### src/rtl/uintm_alu_if.sv
// Request/result handshake bundle for uintm_alu. The master side offers operations and consumes results.
// The slave side is the ALU itself.
interface uintm_alu_if #(
    parameter int BITS = 8
);
    logic            in_valid;
    logic            in_ready;
    logic [2:0]      op;
    logic [BITS-1:0] x;
    logic [BITS-1:0] y;
    logic            out_valid;
    logic            out_ready;
    logic [BITS-1:0] out;
    logic            err;

    modport master (
        output in_valid, op, x, y, out_ready,
        input  in_ready, out_valid, out, err
    );

    modport slave (
        input  in_valid, op, x, y, out_ready,
        output in_ready, out_valid, out, err
    );
endinterface

### src/rtl/uintm_alu.sv
// Unsigned BITS-wide ALU with valid/ready handshakes. Bitwise ops and add/sub finish in one edge.
// Multiply is shift-and-add over exactly BITS steps, so its latency does not depend on the operands.
module uintm_alu #(
    parameter int BITS = 8
) (
    input logic         clk,
    input logic         rst_n,
    uintm_alu_if.slave  bus
);
    localparam int CW = $clog2(BITS + 1);

    typedef enum logic [1:0] {IDLE, MUL, DONE} state_e;

    state_e          state_q, state_d;
    logic [BITS-1:0] out_q, out_d;
    logic            err_q, err_d;
    logic [BITS-1:0] acc_q, acc_d;
    logic [BITS-1:0] mcand_q, mcand_d;
    logic [BITS-1:0] mplier_q, mplier_d;
    logic [CW-1:0]   cnt_q, cnt_d;
    logic [BITS-1:0] acc_step;

    // NOTE: every _d gets its hold value first, so no path through the case can infer a latch.
    always_comb begin
        state_d  = state_q;
        out_d    = out_q;
        err_d    = err_q;
        acc_d    = acc_q;
        mcand_d  = mcand_q;
        mplier_d = mplier_q;
        cnt_d    = cnt_q;
        acc_step = mplier_q[0] ? acc_q + mcand_q : acc_q;

        unique case (state_q)
            IDLE: begin
                if (bus.in_valid) begin
                    err_d   = 1'b0;
                    state_d = DONE;
                    case (bus.op)
                        3'd0: out_d = bus.x + bus.y;
                        3'd1: out_d = bus.x - bus.y;
                        3'd2: begin
                            acc_d    = '0;
                            mcand_d  = bus.x;
                            mplier_d = bus.y;
                            cnt_d    = '0;
                            state_d  = MUL;
                        end
                        3'd3: out_d = bus.x & bus.y;
                        3'd4: out_d = bus.x | bus.y;
                        3'd5: out_d = bus.x ^ bus.y;
                        default: begin
                            out_d = '0;
                            err_d = 1'b1;
                        end
                    endcase
                end
            end
            MUL: begin
                acc_d    = acc_step;
                mcand_d  = mcand_q << 1;
                mplier_d = mplier_q >> 1;
                cnt_d    = cnt_q + CW'(1);
                // This edge completes the final step, so the result is the updated accumulator.
                if (cnt_q == CW'(BITS - 1)) begin
                    out_d   = acc_step;
                    err_d   = 1'b0;
                    state_d = DONE;
                end
            end
            DONE: begin
                if (bus.out_ready) state_d = IDLE;
            end
            default: state_d = IDLE;
        endcase
    end

    // NOTE: state registers use non-blocking assignments so every flop samples pre-edge values.
    always_ff @(posedge clk or negedge rst_n) begin
        if (!rst_n) begin
            state_q  <= IDLE;
            out_q    <= '0;
            err_q    <= 1'b0;
            acc_q    <= '0;
            mcand_q  <= '0;
            mplier_q <= '0;
            cnt_q    <= '0;
        end else begin
            state_q  <= state_d;
            out_q    <= out_d;
            err_q    <= err_d;
            acc_q    <= acc_d;
            mcand_q  <= mcand_d;
            mplier_q <= mplier_d;
            cnt_q    <= cnt_d;
        end
    end

    assign bus.in_ready  = (state_q == IDLE);
    assign bus.out_valid = (state_q == DONE);
    assign bus.out       = out_q;
    assign bus.err       = err_q;
endmodule

### src/flat_wrapper.sv
// flat-port wrapper written by rule: the top's interface ports become plain ports
module uintm_alu_flat 
#(
    parameter int BITS = 8
)
  (clk, rst_n, bus_in_valid, bus_op, bus_x, bus_y, bus_out_ready, bus_in_ready, bus_out_valid, bus_out, bus_err);
  uintm_alu_if #(.BITS(BITS)) bus_i ();
  input logic clk;
  input logic rst_n;
  input wire logic [$bits(bus_i.in_valid)-1:0] bus_in_valid;
  input wire logic [$bits(bus_i.op)-1:0] bus_op;
  input wire logic [$bits(bus_i.x)-1:0] bus_x;
  input wire logic [$bits(bus_i.y)-1:0] bus_y;
  input wire logic [$bits(bus_i.out_ready)-1:0] bus_out_ready;
  output wire logic [$bits(bus_i.in_ready)-1:0] bus_in_ready;
  output wire logic [$bits(bus_i.out_valid)-1:0] bus_out_valid;
  output wire logic [$bits(bus_i.out)-1:0] bus_out;
  output wire logic [$bits(bus_i.err)-1:0] bus_err;
  assign bus_i.in_valid = bus_in_valid;
  assign bus_i.op = bus_op;
  assign bus_i.x = bus_x;
  assign bus_i.y = bus_y;
  assign bus_i.out_ready = bus_out_ready;
  assign bus_in_ready = bus_i.in_ready;
  assign bus_out_valid = bus_i.out_valid;
  assign bus_out = bus_i.out;
  assign bus_err = bus_i.err;
  uintm_alu #(.BITS(BITS)) u_core (.clk(clk), .rst_n(rst_n), .bus(bus_i));
endmodule
### config.mk
export PLATFORM = sky130hd
export DESIGN_NAME = uintm_alu_flat
export DESIGN_NICKNAME = d
export VERILOG_FILES = /design/src/rtl/uintm_alu_if.sv /design/src/rtl/uintm_alu.sv /design/src/flat_wrapper.sv
export SDC_FILE = /design/constraint.sdc
export NUM_CORES = 1
export LEC_CHECK = 0
export ABC_CLOCK_PERIOD_IN_PS = 3000
export BUFFER_PORTS_ARGS = -buffer_cell sky130_fd_sc_hd__buf_4
export CORE_UTILIZATION = 59
export CTS_CLUSTER_SIZE = 40
export DETAILED_ROUTE_END_ITERATION = 7
export GPL_TIMING_DRIVEN = 0
export PLACE_DENSITY = 0.91
export SLEW_MARGIN = 20
export SYNTH_ARGS = -nofsm -noshare
export SYNTH_HDL_FRONTEND = slang
export SYNTH_SLANG_ARGS = --single-unit
### constraint.sdc
create_clock -name clk -period 3 [get_ports clk]
set_clock_uncertainty 0.05 [all_clocks]
set_input_delay 0.3 -clock clk [delete_from_list [all_inputs] [get_ports clk]]
set_output_delay 0.3 -clock clk [all_outputs]
set_load 0.02 [all_outputs]
==> results of run 1 <==
==> registers in the layout, summed over array words and instances, names as in the netlist <==
name and flops:
u_core.mplier_q 8, u_core.state_q 2, u_core.bus.out 8, u_core.cnt_q 4, u_core.mcand_q 8, u_core.acc_q 8, u_core.bus.err 1
==> cells by family after synthesis <==
logic type,count (synthesis)
adder cells (fa/ha/maj),34
AO/OA/AOI/OAI,116
XOR/XNOR,11
AND/OR/NAND/NOR,131
buffers and inverters,40
flip-flops,39
multiplexers,5
==> routing by layer <==
| metal | part of all wire | vias to the layer above | GRT usage |
|---|---|---|---|
| met5 | 0 | - | 0 |
| met4 | 0.023 | 0 | 0.1447 |
| met3 | 0.045 | 14 | 0.04878 |
| met2 | 0.51 | 98 | 0.5586 |
| met1 | 0.42 | 1410 | 0.3741 |
| li1 | - | 1404 | - |
==> synthesized netlist by cell type, types with 2 or more instances <==
cell type / instances / area (sq um)
nor3b_1: 4 / 30.03
o31a_1: 2 / 17.52
nand3b_1: 4 / 30.03
a211oi_1: 2 / 15.01
nand2b_1: 7 / 43.79
a221oi_1: 2 / 17.52
xnor2_1: 10 / 87.58
dfrtp_1: 39 / 975.9
nor2_1: 39 / 146.4
o21ai_0: 39 / 195.2
fa_1: 2 / 40.04
nand3_1: 4 / 20.02
buf_2: 13 / 65.06
nor2b_1: 6 / 37.54
o21a_1: 7 / 52.55
nand2_1: 41 / 153.9
inv_1: 22 / 82.58
a21o_1: 6 / 45.04
mux2i_1: 3 / 30.03
and4b_1: 2 / 20.02
nor3_1: 8 / 40.04
o221ai_1: 3 / 26.28
a31oi_1: 7 / 43.79
o211ai_1: 3 / 22.52
ha_1: 32 / 400.4
a21oi_1: 32 / 160.2
mux2_2: 2 / 22.52
and3_1: 5 / 31.28
clkbuf_1: 3 / 11.26
a22o_1: 4 / 35.03
==> per-stage QoR <==
stage / setup slack [ps] / hold slack (ps) / util / cell area [sq um] / instances
after global placement: 58.52 / 243.6 / 0.6773 / 3437 / 479
final: 291.4 / 217.7 / 0.6965 / 3535 / 487
after global routing: 176.7 / 223.6 / 0.6965 / 3535 / 487
after CTS: 305.3 / 219.2 / 0.6965 / 3535 / 487
after detailed placement: 6.786 / 247.7 / 0.6773 / 3437 / 479
after floorplan: 414.0 / -45.59 / - / 3102 / 376
==> worst max path at each step <==
| stage | cells past startpoint | slack, ps | to | startpoint |
|---|---|---|---|---|
| 6_report | 11 | 290 | u_core.bus.out[6]$_DFFE_PN0P_ | bus_op[0] |
| 5_1_grt | 11 | 180 | u_core.bus.out[6]$_DFFE_PN0P_ | bus_op[0] |
| 4_1_cts | 11 | 310 | u_core.bus.out[6]$_DFFE_PN0P_ | bus_op[0] |
| 3_5_place_dp | 11 | 7 | u_core.bus.out[6]$_DFFE_PN0P_ | bus_op[0] |
| 3_3_place_gp | 11 | 60 | u_core.bus.out[6]$_DFFE_PN0P_ | bus_op[0] |
| 2_1_floorplan | 10 | 410 | u_core.bus.out[6]$_DFFE_PN0P_ | bus_op[0] |
==> layout make-up <==
cell class	instances	area, sq um
Fill cell	408	1540
Timing Repair Buffer	34	257.7
Clock inverter	1	5.005
Tap cell	70	87.58
Clock buffer	6	82.58
Multi-Input combinational cell	297	1952
Sequential cell	39	975.9
Inverter	23	86.33
Buffer	17	87.58
==> cell usage in the layout (no fill, tap or decap), types with 5 or more instances in the layout <==
cell type and n:
clkbuf_8 6, and3_1 5, nor3_1 8, o21ai_0 39
a21oi_1 32, ha_1 32, buf_2 13, buf_4 33
nor2_1 39, nand2_1 41, a31oi_1 7, dfrtp_1 39
nand2b_1 7, nor2b_1 6, xnor2_1 10, o21a_1 7
a21o_1 6, inv_1 22
==> power groups by stage <==
stage / combinational, uW / clock, uW / sequential [uW]
after floorplan: 780 / 0 / 974
after global placement: 1150 / 0 / 939
after detailed placement: 1200 / 0 / 952
after CTS: 1210 / 364 / 943
after global routing: 1350 / 384 / 977
final: 1220 / 365 / 951
==> timing repair <==
action,CTS,global route
hold buffers,1,0
endpoints found under the hold margin,39,0
endpoints found under the setup margin,0,0
==> flow_summary.ini, run 1 <==
[setup_path]
reg2regPathDepth = 8
r2r-start = u_core.mcand_q[0]$_DFFE_PN0P_
path_max_fanout = 10
r2r_end = u_core.bus.out[6]$_DFFE_PN0P_
crit_path_end_kind = flop
startpoint_type = input pin
critPathBufInv = 2
required_ps = 3160
cp_common_cell = nor3_1
max_stage_delay_ps = 440
cp_top_family = simple AND/OR/NAND/NOR gates
cp_slowest_cell = fa_1
cp_data_arrival_time_ps = 2870
crit_chain = buf_4 -> buf_6 -> nor3b_4 -> mux2_2 -> fa_1 -> nand2b_1 -> a21oi_1 -> o21a_1 -> nor3_1 -> o311a_1 -> nor3_1
path_class = in2reg
rrSetupSlack_ps = 340

[pwr]
vdd_drop_max_mv = 0.3070
p_int_uw = 1461
pwr_density_cell_nw_per_um2 = 718.0
power_leakage_uw = 0.001750
combinationalPowerShare = 0.482
power_uw = 2538
sequentialPowerShare = 0.375
swShare = 0.4245
clock_power_share = 0.144
switching_power_uw = 1077

[synth]
synth_compound_area_frac = 0.2319
synthArstFlopShare = 1.000
yosys.area_share.simple = 0.2073
synth_top_family_by_area = compound AO/OA/AOI/OAI gates
syn_inst = 376
synth-adder-area-share = 0.1420
synth_cell_types = 53
synth_edf_count = 0
ys_warn_count = 0
muxShareOfSynthArea = 0.01694
synth_area_per_cell_sq_um = 8.249
synth_seq_area_share = 0.3146
synth_ff_type = dfrtp_1
synth_xor_area_frac = 0.03106
syn-cell-area_sq_um = 3102
ys_ff_latch = 39
syn-num-nets = 433

[worst_hold_path]
holdPathStages = 2
hold_path_class = in2reg
hold_end = u_core.mcand_q[0]$_DFFE_PN0P_
min_from = bus_x[0]

[routing]
drt-initial-drc-count = 250
drtPass1Iterations = 5
ant_nets = 0
viasPerCell = 6.008
vias = 2926
wl_microns = 7925
wl_per_cell_microns = 16.27
drc = 0

[global_routing]
grt_pass1_wl_microns = 13000
grt_max_degree = 40
antenna_found_initial = 0
grt-ovfl-total = 0
globalRouteTotalUtil = 0.3150
grt_pass1_vias = 2813

[die]
die_h_microns = 74.51
ios = 34
die_x_microns = 74.51
die_area_sq_um = 5551
core_region_area_sq_um = 5075
rows = 26
start_util = 0.6112

[placement]
dp_hpwl_microns = 6132
portBuffers = 33
gp_congestion = 0.8514

[sta]
hold_viol_final = 0
final_max_slew_viol_count = 0
timing.fmax_mhz = 369.2
setup_viol = 0
rsz0062_at_grt = no
worstMarginPinSlew_ps = 563.9
fin_setup_tns_ps = 0
fin_crit_sh = 0.9029
max_slew_margin = 0.6233
period_minus_slack_ps = 2709

[final_layout]
drive_above_1_share = 0.1535
diodes = 0
nNetsFinal = 474
area_delta_synth_final_pct = 13.96

[clock_tree]
cts_setup_buffers = 0
clockRootBuffer = clkbuf_8
tritoncts = built
cts_max_level = 2
clkSlewWorstSetupHoldPaths_ps = 70
cts_resized = 0
numCtsBuffers = 5
clk_latency_ps = 290
clkSinkCount = 39
clk_path_buf_depth = 2

[status]
status = completed

[job]
max-cap-violations = 0
Note: power is estimated with default switching activity, not from simulation.
==> run 2: changes to the inputs <==
--- a/config.mk
+++ b/config.mk
@@ -7,11 +7,11 @@
 export LEC_CHECK = 0
 export ABC_CLOCK_PERIOD_IN_PS = 3000
 export BUFFER_PORTS_ARGS = -buffer_cell sky130_fd_sc_hd__buf_4
-export CORE_UTILIZATION = 59
+export CORE_UTILIZATION = 45
 export CTS_CLUSTER_SIZE = 40
 export DETAILED_ROUTE_END_ITERATION = 7
 export GPL_TIMING_DRIVEN = 0
-export PLACE_DENSITY = 0.91
+export PLACE_DENSITY = 0.75
 export SLEW_MARGIN = 20
 export SYNTH_ARGS = -nofsm -noshare
 export SYNTH_HDL_FRONTEND = slang
==> run 2 against run 1 <==
  * Hold slack lost 8.4 ps
  * Clock-buffer cell count is the same
  * Register-to-register slack gained 100 ps
  * Design area grew 1.1%
  * Sequential power shrank 0.4%
  * Combinational power is essentially flat
  * Critical path depth is the same
  * Core utilization shrank 15 points
  * Critical path type unchanged
==> flow_summary.ini, run 2 (synthesis results as in run 1) <==
[setup_path]
r2r_end = u_core.bus.out[6]$_DFFE_PN0P_
crit_path_end_kind = flop
required_ps = 3160
startpoint_type = input pin
cp_common_cell = nor3_1
path_max_fanout = 10
rrSetupSlack_ps = 440
cp_slowest_cell = fa_1
crit_chain = buf_4 -> buf_6 -> nor3b_4 -> mux2_2 -> fa_1 -> nand2b_1 -> a21oi_1 -> o21a_1 -> nor3_1 -> o311a_1 -> nor3_1
reg2regPathDepth = 8
r2r-start = u_core.mcand_q[0]$_DFFE_PN0P_
path_class = in2reg
max_stage_delay_ps = 450
cp_data_arrival_time_ps = 2890

[sta]
holdWs_ps = 209.4
hold_viol_final = 0
rsz0062_at_grt = no
max_slew_margin = 0.6691
worstMarginPinSlew_ps = 496.3
setup_viol = 0
fin_crit_sh = 0.9106
timing.fmax_mhz = 366.1
period_minus_slack_ps = 2732
final_max_slew_viol_count = 0

[global_routing]
grt_pass1_vias = 2693
antenna_found_initial = 0
grt_max_degree = 40
grt-ovfl-total = 0
grt_pass1_wl_microns = 12830
globalRouteTotalUtil = 0.2252

[worst_hold_path]
min_from = bus_x[0]
hold_path_class = in2reg
hold_end = u_core.mcand_q[0]$_DFFE_PN0P_
holdPathStages = 2

[placement]
gp_congestion = 0.8259
dpl-instance-area_sq_um = 3446
portBuffers = 33
post-place-cells = 486
dp_hpwl_microns = 6017

[final_layout]
diodes = 0
final_cell_mix = 41 x nand2_1, 39 x nor2_1, 39 x o21ai_0, 39 x dfrtp_1, 33 x buf_4
area_delta_synth_final_pct = 15.21
final_area_sq_um = 3573
drive_above_1_share = 0.1555
nFillCells = 604
finish.utilization = 0.5502
nNetsFinal = 474
final_cells = 495
layout_commonest_cell = nand2_1

[die]
rows = 29
core_region_area_sq_um = 6495
ios = 34
die_area_sq_um = 7228
die_h_microns = 85.02
die_x_microns = 85.02
start_util = 0.4776

[pwr]
pwr_density_cell_nw_per_um2 = 729.0
power_leakage_uw = 0.001764
power_uw = 2605
vdd_drop_max_mv = 0.3113

[routing]
drt-initial-drc-count = 185
drc = 0
wl_per_cell_microns = 15.29
wl_microns = 7569
viasPerCell = 5.687
drtPass1Iterations = 4
vias = 2815
ant_nets = 0

[clock_tree]
cts_resized = 0
clk_path_buf_depth = 2
holdBufCountCts = 1
clk_latency_ps = 290
tritoncts = built
cts_max_level = 2
numCtsBuffers = 5
clkSlewWorstSetupHoldPaths_ps = 80
clkSinkCount = 39
cts_setup_buffers = 0
clockRootBuffer = clkbuf_8

[status]
status = completed

[job]
max-cap-violations = 0
## run 2: worst max-delay path by stage
stage	from	to	slack (ps)	cells past startpoint
finish	bus_op[0]	u_core.bus.out[6]$_DFFE_PN0P_	270	11
global route	bus_op[0]	u_core.bus.out[6]$_DFFE_PN0P_	210	11
CTS	bus_op[0]	u_core.bus.out[6]$_DFFE_PN0P_	280	11
detailed placement	bus_op[0]	u_core.bus.out[6]$_DFFE_PN0P_	-10	11
global placement	bus_op[0]	u_core.bus.out[6]$_DFFE_PN0P_	40	11
floorplan	bus_op[0]	u_core.bus.out[6]$_DFFE_PN0P_	410	10
## run 2: through the flow
step                setup slack (ps)  setup TNS (ps)
finish                         268.3               0
global route                   207.9               0
CTS                            283.4               0
detailed placement            -11.88          -11.88
global placement               37.37               0
floorplan                      414.0               0
## run 2: power by group
| group | internal [uW] | switching, uW |
|---|---|---|
| Combinational | 524 | 676 |
| Clock | 269 | 189 |
| Sequential | 755 | 192 |
| Total | 1550 | 1060 |
## run 2: metal layers
metal  up-vias  global-route usage  routed length (microns)  share of wire
met5         -                   0                        0              0
met4         0             0.06163                       68         0.0090
met3         6             0.02140                      217          0.029
met2        48              0.3944                     3779           0.50
met1      1349              0.2975                     3504           0.46
li1       1412                   -                        -              -
## run 2: critical path: cells and delay by family
kind            cells  cell delay (ps)
compound gates      3              770
fa+ha+maj           1              450
buf+inv             2              220
mux                 1              400
simple gates        4              750
## run 2: area by class of cell
type,instances,area [sq um],area share
clock buffer,6,82.58,0.02311
buffer,17,87.58,0.02451
inverter,23,86.33,0.02416
tap,77,96.34,0.02696
timing repair buffer,34,257.7,0.07213
clock inverter,2,35.03,0.009804
sequential,39,975.9,0.2731
multi-input combinational,297,1952,0.5462
